## config.mk

```make
export PLATFORM = sky130hd
export DESIGN_NAME = rpn_stack_controller
export DESIGN_NICKNAME = d
export VERILOG_FILES = /design/src/rtl/rpn_stack_controller.sv
export SDC_FILE = /design/constraint.sdc
export NUM_CORES = 1
export LEC_CHECK = 0
export CELL_PAD_IN_SITES_DETAIL_PLACEMENT = 0
export CELL_PAD_IN_SITES_GLOBAL_PLACEMENT = 1
export CORE_ASPECT_RATIO = 1.2
export CORE_MARGIN = 1
export CORE_UTILIZATION = 35
export DETAILED_ROUTE_END_ITERATION = 10
export PLACE_DENSITY_LB_ADDON = 0.05
export SLEW_MARGIN = 20
export SYNTH_ARGS = -nofsm -noshare
export SYNTH_HDL_FRONTEND = slang
export SYNTH_SLANG_ARGS = --single-unit
```

## constraint.sdc

```tcl
create_clock -name clk -period 7.6 [get_ports clk]
set_clock_uncertainty 0.2 [all_clocks]
set_input_delay 0.76 -clock clk [delete_from_list [all_inputs] [get_ports clk]]
set_output_delay 0.76 -clock clk [all_outputs]
set_load 0.005 [all_outputs]
```

## src/rtl/rpn_stack_controller.sv

```systemverilog
// RPN calculator stack sequencer: keeps TOS in a register, spills the
// lower entries to a sync-read RAM and steps the ALU for binary ops.
module rpn_stack_controller #(
  parameter int DATA_W = 8,
  parameter int ADDR_W = 3,
  parameter int DEPTH  = 8
) (
  input  logic              clk,
  input  logic              reset,
  input  logic              cmd_valid,
  input  logic [2:0]        cmd_op,
  input  logic [DATA_W-1:0] cmd_data,
  output logic              cmd_ready,
  output logic              mem_we,
  output logic [ADDR_W-1:0] mem_addr,
  output logic [DATA_W-1:0] mem_wdata,
  input  logic [DATA_W-1:0] mem_rdata,
  output logic [DATA_W-1:0] alu_a,
  output logic [DATA_W-1:0] alu_b,
  output logic [1:0]        alu_op,
  input  logic [DATA_W-1:0] alu_result,
  output logic [DATA_W-1:0] tos,
  output logic [ADDR_W:0]   depth,
  output logic              err_overflow,
  output logic              err_underflow
);

  typedef enum logic [1:0] {
    S_IDLE,
    S_READ,
    S_COMMIT
  } state_t;

  localparam logic [2:0] OP_NOP   = 3'd0;
  localparam logic [2:0] OP_PUSH  = 3'd1;
  localparam logic [2:0] OP_POP   = 3'd2;
  localparam logic [2:0] OP_ADD   = 3'd3;
  localparam logic [2:0] OP_SUB   = 3'd4;
  localparam logic [2:0] OP_MUL   = 3'd5;
  localparam logic [2:0] OP_AND   = 3'd6;
  localparam logic [2:0] OP_CLEAR = 3'd7;

  localparam logic [ADDR_W:0] C_FULL = (ADDR_W+1)'(DEPTH);
  localparam logic [ADDR_W:0] C_ONE  = (ADDR_W+1)'(1);
  localparam logic [ADDR_W:0] C_TWO  = (ADDR_W+1)'(2);

  state_t              r_state;
  logic [DATA_W-1:0]   r_tos;
  logic [ADDR_W:0]     r_depth;
  logic                r_ovf;
  logic                r_unf;
  logic [ADDR_W-1:0]   r_addr;
  logic [1:0]          r_aluop;
  logic                r_pop;

  state_t              w_state_n;
  logic [DATA_W-1:0]   w_tos_n;
  logic [ADDR_W:0]     w_depth_n;
  logic                w_ovf_n;
  logic                w_unf_n;
  logic [ADDR_W-1:0]   w_addr_n;
  logic [1:0]          w_aluop_n;
  logic                w_pop_n;
  logic                w_we;
  logic [ADDR_W-1:0]   w_maddr;
  logic [ADDR_W-1:0]   w_dm1;
  logic [ADDR_W-1:0]   w_dm2;
  logic                w_accept;

  // RAM slot just below TOS is depth-1 (push) or depth-2 (read of NOS)
  assign w_dm1    = r_depth[ADDR_W-1:0] - ADDR_W'(1);
  assign w_dm2    = r_depth[ADDR_W-1:0] - ADDR_W'(2);
  assign w_accept = cmd_valid && (r_state == S_IDLE);

  always_comb begin
    w_state_n = r_state;
    w_tos_n   = r_tos;
    w_depth_n = r_depth;
    w_ovf_n   = r_ovf;
    w_unf_n   = r_unf;
    w_addr_n  = r_addr;
    w_aluop_n = r_aluop;
    w_pop_n   = r_pop;
    w_we      = 1'b0;
    w_maddr   = '0;
    unique case (r_state)
      S_IDLE: begin
        if (w_accept) begin
          unique case (cmd_op)
            OP_PUSH: begin
              if (r_depth == C_FULL) begin
                w_ovf_n = 1'b1;
              end else begin
                if (r_depth != '0) begin
                  w_we    = 1'b1;
                  w_maddr = w_dm1;
                end
                w_tos_n   = cmd_data;
                w_depth_n = r_depth + C_ONE;
              end
            end
            OP_POP: begin
              if (r_depth == '0) begin
                w_unf_n = 1'b1;
              end else if (r_depth == C_ONE) begin
                w_tos_n   = '0;
                w_depth_n = '0;
              end else begin
                w_maddr   = w_dm2;
                w_addr_n  = w_dm2;
                w_pop_n   = 1'b1;
                w_state_n = S_READ;
              end
            end
            OP_ADD, OP_SUB, OP_MUL, OP_AND: begin
              if (r_depth < C_TWO) begin
                w_unf_n = 1'b1;
              end else begin
                w_maddr   = w_dm2;
                w_addr_n  = w_dm2;
                w_pop_n   = 1'b0;
                // cmd_op-3 modulo 4 for opcodes 3..6
                w_aluop_n = cmd_op[1:0] + 2'd1;
                w_state_n = S_READ;
              end
            end
            OP_CLEAR: begin
              w_tos_n   = '0;
              w_depth_n = '0;
              w_ovf_n   = 1'b0;
              w_unf_n   = 1'b0;
            end
            OP_NOP: begin
              w_state_n = S_IDLE;
            end
            default: begin
              w_state_n = S_IDLE;
            end
          endcase
        end
      end
      S_READ: begin
        w_maddr   = r_addr;
        w_state_n = S_COMMIT;
      end
      S_COMMIT: begin
        w_maddr   = r_addr;
        w_tos_n   = r_pop ? mem_rdata : alu_result;
        w_depth_n = r_depth - C_ONE;
        w_state_n = S_IDLE;
      end
      default: begin
        w_state_n = S_IDLE;
      end
    endcase
  end

  always_ff @(posedge clk or posedge reset) begin
    if (reset) begin
      r_state <= S_IDLE;
      r_tos   <= '0;
      r_depth <= '0;
      r_ovf   <= 1'b0;
      r_unf   <= 1'b0;
      r_addr  <= '0;
      r_aluop <= '0;
      r_pop   <= 1'b0;
    end else begin
      r_state <= w_state_n;
      r_tos   <= w_tos_n;
      r_depth <= w_depth_n;
      r_ovf   <= w_ovf_n;
      r_unf   <= w_unf_n;
      r_addr  <= w_addr_n;
      r_aluop <= w_aluop_n;
      r_pop   <= w_pop_n;
    end
  end

  assign cmd_ready     = (r_state == S_IDLE);
  assign mem_we        = w_we;
  assign mem_addr      = w_maddr;
  assign mem_wdata     = r_tos;
  assign alu_a         = mem_rdata;
  assign alu_b         = r_tos;
  assign alu_op        = r_aluop;
  assign tos           = r_tos;
  assign depth         = r_depth;
  assign err_overflow  = r_ovf;
  assign err_underflow = r_unf;

endmodule

```

# --- Word-level counts from Yosys, hierarchy flattened ---
# Index checks and enable logic that the tools add are counted.
totals:
  reg_bits: 22
  latchBits: 0
  ram_bits: 0
  rom_bits: 0
  input_bits: 30
  output_inout_bits: 45
  elab_cells: 102
  mem_count: 0
op_classes:
  addsub: 5
  n_mul: 0
  div: 0
  order_cmp: 1
  n_eq_ne: 25
  shift: 0
  n_mux: 45
  bitwise_logic: 1
  reduce_logical: 17
ops:
  columns: ["cell", "n"]
  rows:
  - ["2-to-1 mux 8 bit", 5]
  - ["2-to-1 mux 3 bit", 9]
  - ["case mux 8 bit (3 select lines)", 1]
  - ["2-to-1 mux 4 bit", 4]
  - ["case mux 8 bit (2 select lines)", 1]
  - ["inequality test 3 bit, second input constant", 5]
  - ["equality test 3 bit, second input constant", 4]
  - ["inequality test 2 bit, second input constant", 6]
  - ["case mux 3 bit (2 select lines)", 2]
  - ["case mux 4 bit (3 select lines)", 1]
  - ["AND reduction 6 bit", 2]
  - ["2-to-1 mux 1 bit", 11]
  - ["AND reduction 5 bit", 2]
  - ["case mux 3 bit (3 select lines)", 1]
  - ["2-to-1 mux 2 bit", 4]
  - ["inequality test 4 x 1 -> 1 bit, second input constant", 2]
  - ["case mux 4 bit (2 select lines)", 1]
  - ["AND reduction 4 bit", 2]
  - ["equality test 3 x 2 -> 1 bit, second input constant", 2]
  - ["case mux 2 bit (3 select lines)", 1]
  - ["nonzero test 2 bit", 3]
  - ["adder 4 x 1 -> 4 bit, second input constant", 1]
  - ["equality test 4 x 1 -> 1 bit, second input constant", 1]
  - ["equality test 4 bit, second input constant", 1]
  - ["21 further kinds", 22]

# --- Longest topological paths before layout ---
depth:
  ltp_word: 6
  depth_mapped: 8
  ltp_nobuf: 6

# --- Worst setup path before layout ---
# Ideal clock, no wire load.
synth_timing:
  kind: "input to output"
  from: "input port cmd_op[0]"
  to: "output port mem_addr[1]"
  arrival_ns: 1.955
  required_time_ns: 6.640
  slack_ns: 4.685
  cell_stages: 6
  path_buffers: 0
  path_cell_list: "inv_1 ha_1 or2b_1 a21oi_1 o21ai_0 a221oi_1"
synth_between:
  elab_chain_cells: 5
  elab_cells_between_ends: 10
  classes_between: "6 x eq/ne; 3 x mux; 1 x reduce/logical"
synth_lines:
  columns: ["item", "line_no", "source"]
  rows:
  - ["from (decl)", "11", "input logic [2:0] cmd_op,"]
  - ["equality test 3 x 2 -> 1 bit or equality test 3 bit (tied branches)", "89", "unique case (cmd_op)"]
  - ["OR reduction 4 bit", "89", null]
  - ["case mux 3 bit (3 select lines) (*)", "89", null]
  - ["2-to-1 mux 3 bit (*)", "88", "if (w_accept) begin"]
  - ["case mux 3 bit (2 select lines) (*)", "86", "unique case (r_state)"]
  - ["to (decl)", "15", "output logic [ADDR_W-1:0] mem_addr,"]
# Mark *: on every way between the ends. The rest lies on a longest branch, timed or not.

# --- Worst setup path after layout ---
# Ends and elaborated chain as after synthesis.

==> impl_metrics.ini <==
[synth]
ys_seq_area_frac = 0.285
yosys.cell_types.count = 53
async_reset_ff_frac = 1.00
synthCells = 191
synth_edf_count = 0
synth_compound_area_frac = 0.189
synthXorXnorAreaFrac = 0.00454
synthAdderAreaFrac = 0.0972
synth_top_flop_cell = dfrtp_1
syn-cell-area_mm2 = 0.00193
yosysWarnings = 0
synth-seq-cells = 22
yosys-mux-area-fraction = 0.164
post_synth.cell_area_avg_um2 = 10.1
synth_top_family_by_area = compound AO/OA/AOI/OAI gates
syn_nets = 236
yosys.area_share.simple = 0.126

[layout]
instances_no_fill = 301
diodes = 0
fillers = 494
nets = 285
final_util = 0.489
area_growth_pct = 34.3
stdcell_area_mm2 = 0.00259
final_layout_size_suffix_gt1_frac = 0.134

[floorplan]
die_area_mm2 = 0.00582
die_x_um = 69.8
num_rows = 29
die_y_um = 83.4
core_area_mm2 = 0.00530
io_pins = 75
start_util = 0.364

[sta]
hold_slack_ns = 0.320
setup_violations = 0
worst_slew_pin_slew_ns = 0.934
hold_viol = 0
tns_ns = 0
rsz0062_at_grt = no
maxSlewViolCount = 0
slew_headroom = 0.377
timing.final.crit_share = 0.546
finalCriticalPeriod_ns = 4.15
fmax_mhz = 241

[clock_network]
cts_root_buf = clkbuf_8
path_clk_slew_ns = 0.09
cts_made_buffers = 3
cts_num_sinks = 22
post-cts-setup-buffers = 0
clockBufferDepth = 2
cts_tree = done
ctsHoldBuffers = 0
cts-htree-levels = 1
worstSkewPairLatency_ns = 0.26
cts_resized = 0

[run]
cap_violations = 0

[grt]
grt_remaining_overflow = 0
grt_max_degree = 23
grt_usage = 0.174
grt_pass1_vias = 1590
antenna_found_initial = 0
grt_first_pass_wirelength_mm = 8.16

[route]
routedWlPerCell_um = 16.7
postRouteAntennaNets = 0
avgViaCountPerCell = 5.29
dr.pass1.iters = 4
drt-total-wl_mm = 5.04
drc = 0
num_vias = 1593
drt_iter0_drc = 44

[power]
power_density_mw_per_mm2 = 356
peakVddDrop_mv = 0.162
leakage_nw = 1.07

[worst_setup_path]
arrival_ns = 3.19
crit_required_ns = 6.64
crit_start = cmd_op[0]
end_kind = output port
timing.setup.critical_path_class = input port to output port
start_kind = input port
regToRegStartpoint = depth[1]$_DFFE_PP0P_
crit_fanout = 7

[placement]
post-dp-hpwl_mm = 3.77
gp_congestion = 0.858
dp.cells = 297
postPlaceCellArea_mm2 = 0.00254
portBuffers = 74

[min_path]
min_from = alu_op[1]$_DFFE_PP0P_
worstHoldPathType = flip-flop to flip-flop

[outcome]
status = completed
Yosys cell counts, types with 2 or more instances:
cell / instances / area, µm²
buf_4: 25 / 188
dfrtp_1: 22 / 551
ha_1: 15 / 188
inv_1: 11 / 41.3
mux2i_1: 11 / 110
mux2_2: 9 / 101
o2bb2ai_1: 9 / 78.8
mux2_4: 7 / 105
nand2_1: 7 / 26.3
a21oi_1: 6 / 30.0
nor3_1: 6 / 30.0
nor2_1: 5 / 18.8
o21ai_0: 5 / 25.0
o31a_1: 5 / 43.8
a221oi_1: 3 / 26.3
and2_1: 3 / 18.8
clkbuf_1: 3 / 11.3
nand2b_1: 2 / 12.5
nor3b_1: 2 / 15.0
or4_1: 2 / 15.0
worst max-delay path: stages:
cell,delay [ns]
clkdlybuf4s50_1,0.46
inv_1,0.12
ha_1,0.31
or2b_1,0.34
a21oi_1,0.23
o21ai_0,0.13
a221oi_1,0.28
clkdlybuf4s50_1,0.56
layer usage:
layer | up-vias | routed length (µm) | share of wire | global-route usage
li1 | 766 | - | - | -
met1 | 761 | 2180 | 0.43 | 0.221
met2 | 62 | 2580 | 0.51 | 0.315
met3 | 4 | 228 | 0.045 | 0.0182
met4 | 0 | 46 | 0.0091 | 0.0364
met5 | - | 0 | 0 | 0
layout by cell type, fill, tap and decap left out, drive strengths merged, types with 2 or more instances in the layout:
master         count
mux2              16
clkbuf             4
nor2               6
a21oi              6
nand2              7
a221oi             3
nor3               7
o31a               5
inv               11
clkdlybuf4s50     74
or2                2
nand2b             2
o2bb2ai            9
a31o               2
and2               3
o21ai              6
mux2i             11
ha                15
dfrtp             22
nor3b              2
or4                2
final timing paths:
| kind | endpoint | depth (start not counted) | slack, ns |
|---|---|---|---|
| setup / recovery | mem_addr[1] | 8 | 3.45 |
| hold / removal | alu_op[1]$_DFFE_PP0P_ | 1 | 0.32 |
| setup reg to reg | alu_b[4]$_DFFE_PP0P_ | 7 | 4.88 |
| hold reg to reg | alu_op[1]$_DFFE_PP0P_ | 1 | 0.32 |
| max in group asynchronous | depth[0]$_DFFE_PP0P_ | 2 | 5.83 |
| min in group asynchronous | err_underflow$_DFFE_PP0P_ | 2 | 0.80 |
cells by family (layout without fill, tap and decap cells):
group                    count (synthesis)  count (layout)
buffers and inverters                   42              90
flip-flops                              22              22
multiplexers                            27              27
AO/OA/AOI/OAI                           45              45
XOR/XNOR                                 1               1
adder cells (fa/ha/maj)                 15              15
AND/OR/NAND/NOR                         39              39
flip-flops by register name, indices dropped and copies added, names as in the netlist:
name,flops
r_state,2
alu_b,8
depth,4
alu_op,2
err_overflow,1
r_addr,3
err_underflow,1
r_pop,1
layout make-up:
class	instances	area [µm²]	share of cell area
Clock buffer	4	55.1	0.0212
Sequential cell	22	551	0.212
Multi-Input combinational cell	127	1120	0.432
Inverter	11	41.3	0.0159
Timing Repair Buffer	75	748	0.289
Tap cell	62	77.6	0.0299
power breakdown:
part | internal, mW | switching, mW
registers | 0.174 | 0.0729
logic | 0.352 | 0.236
clock network | 0.0462 | 0.0408
through the flow:
stage	worst slack (ns)	power (mW)
3_3_place_gp	3.55	0.834
2_1_floorplan	4.68	0.610
5_1_grt	3.18	0.993
6_report	3.45	0.922
3_5_place_dp	3.46	0.836
4_1_cts	3.43	0.929
Note: power is estimated with default switching activity, not from simulation.
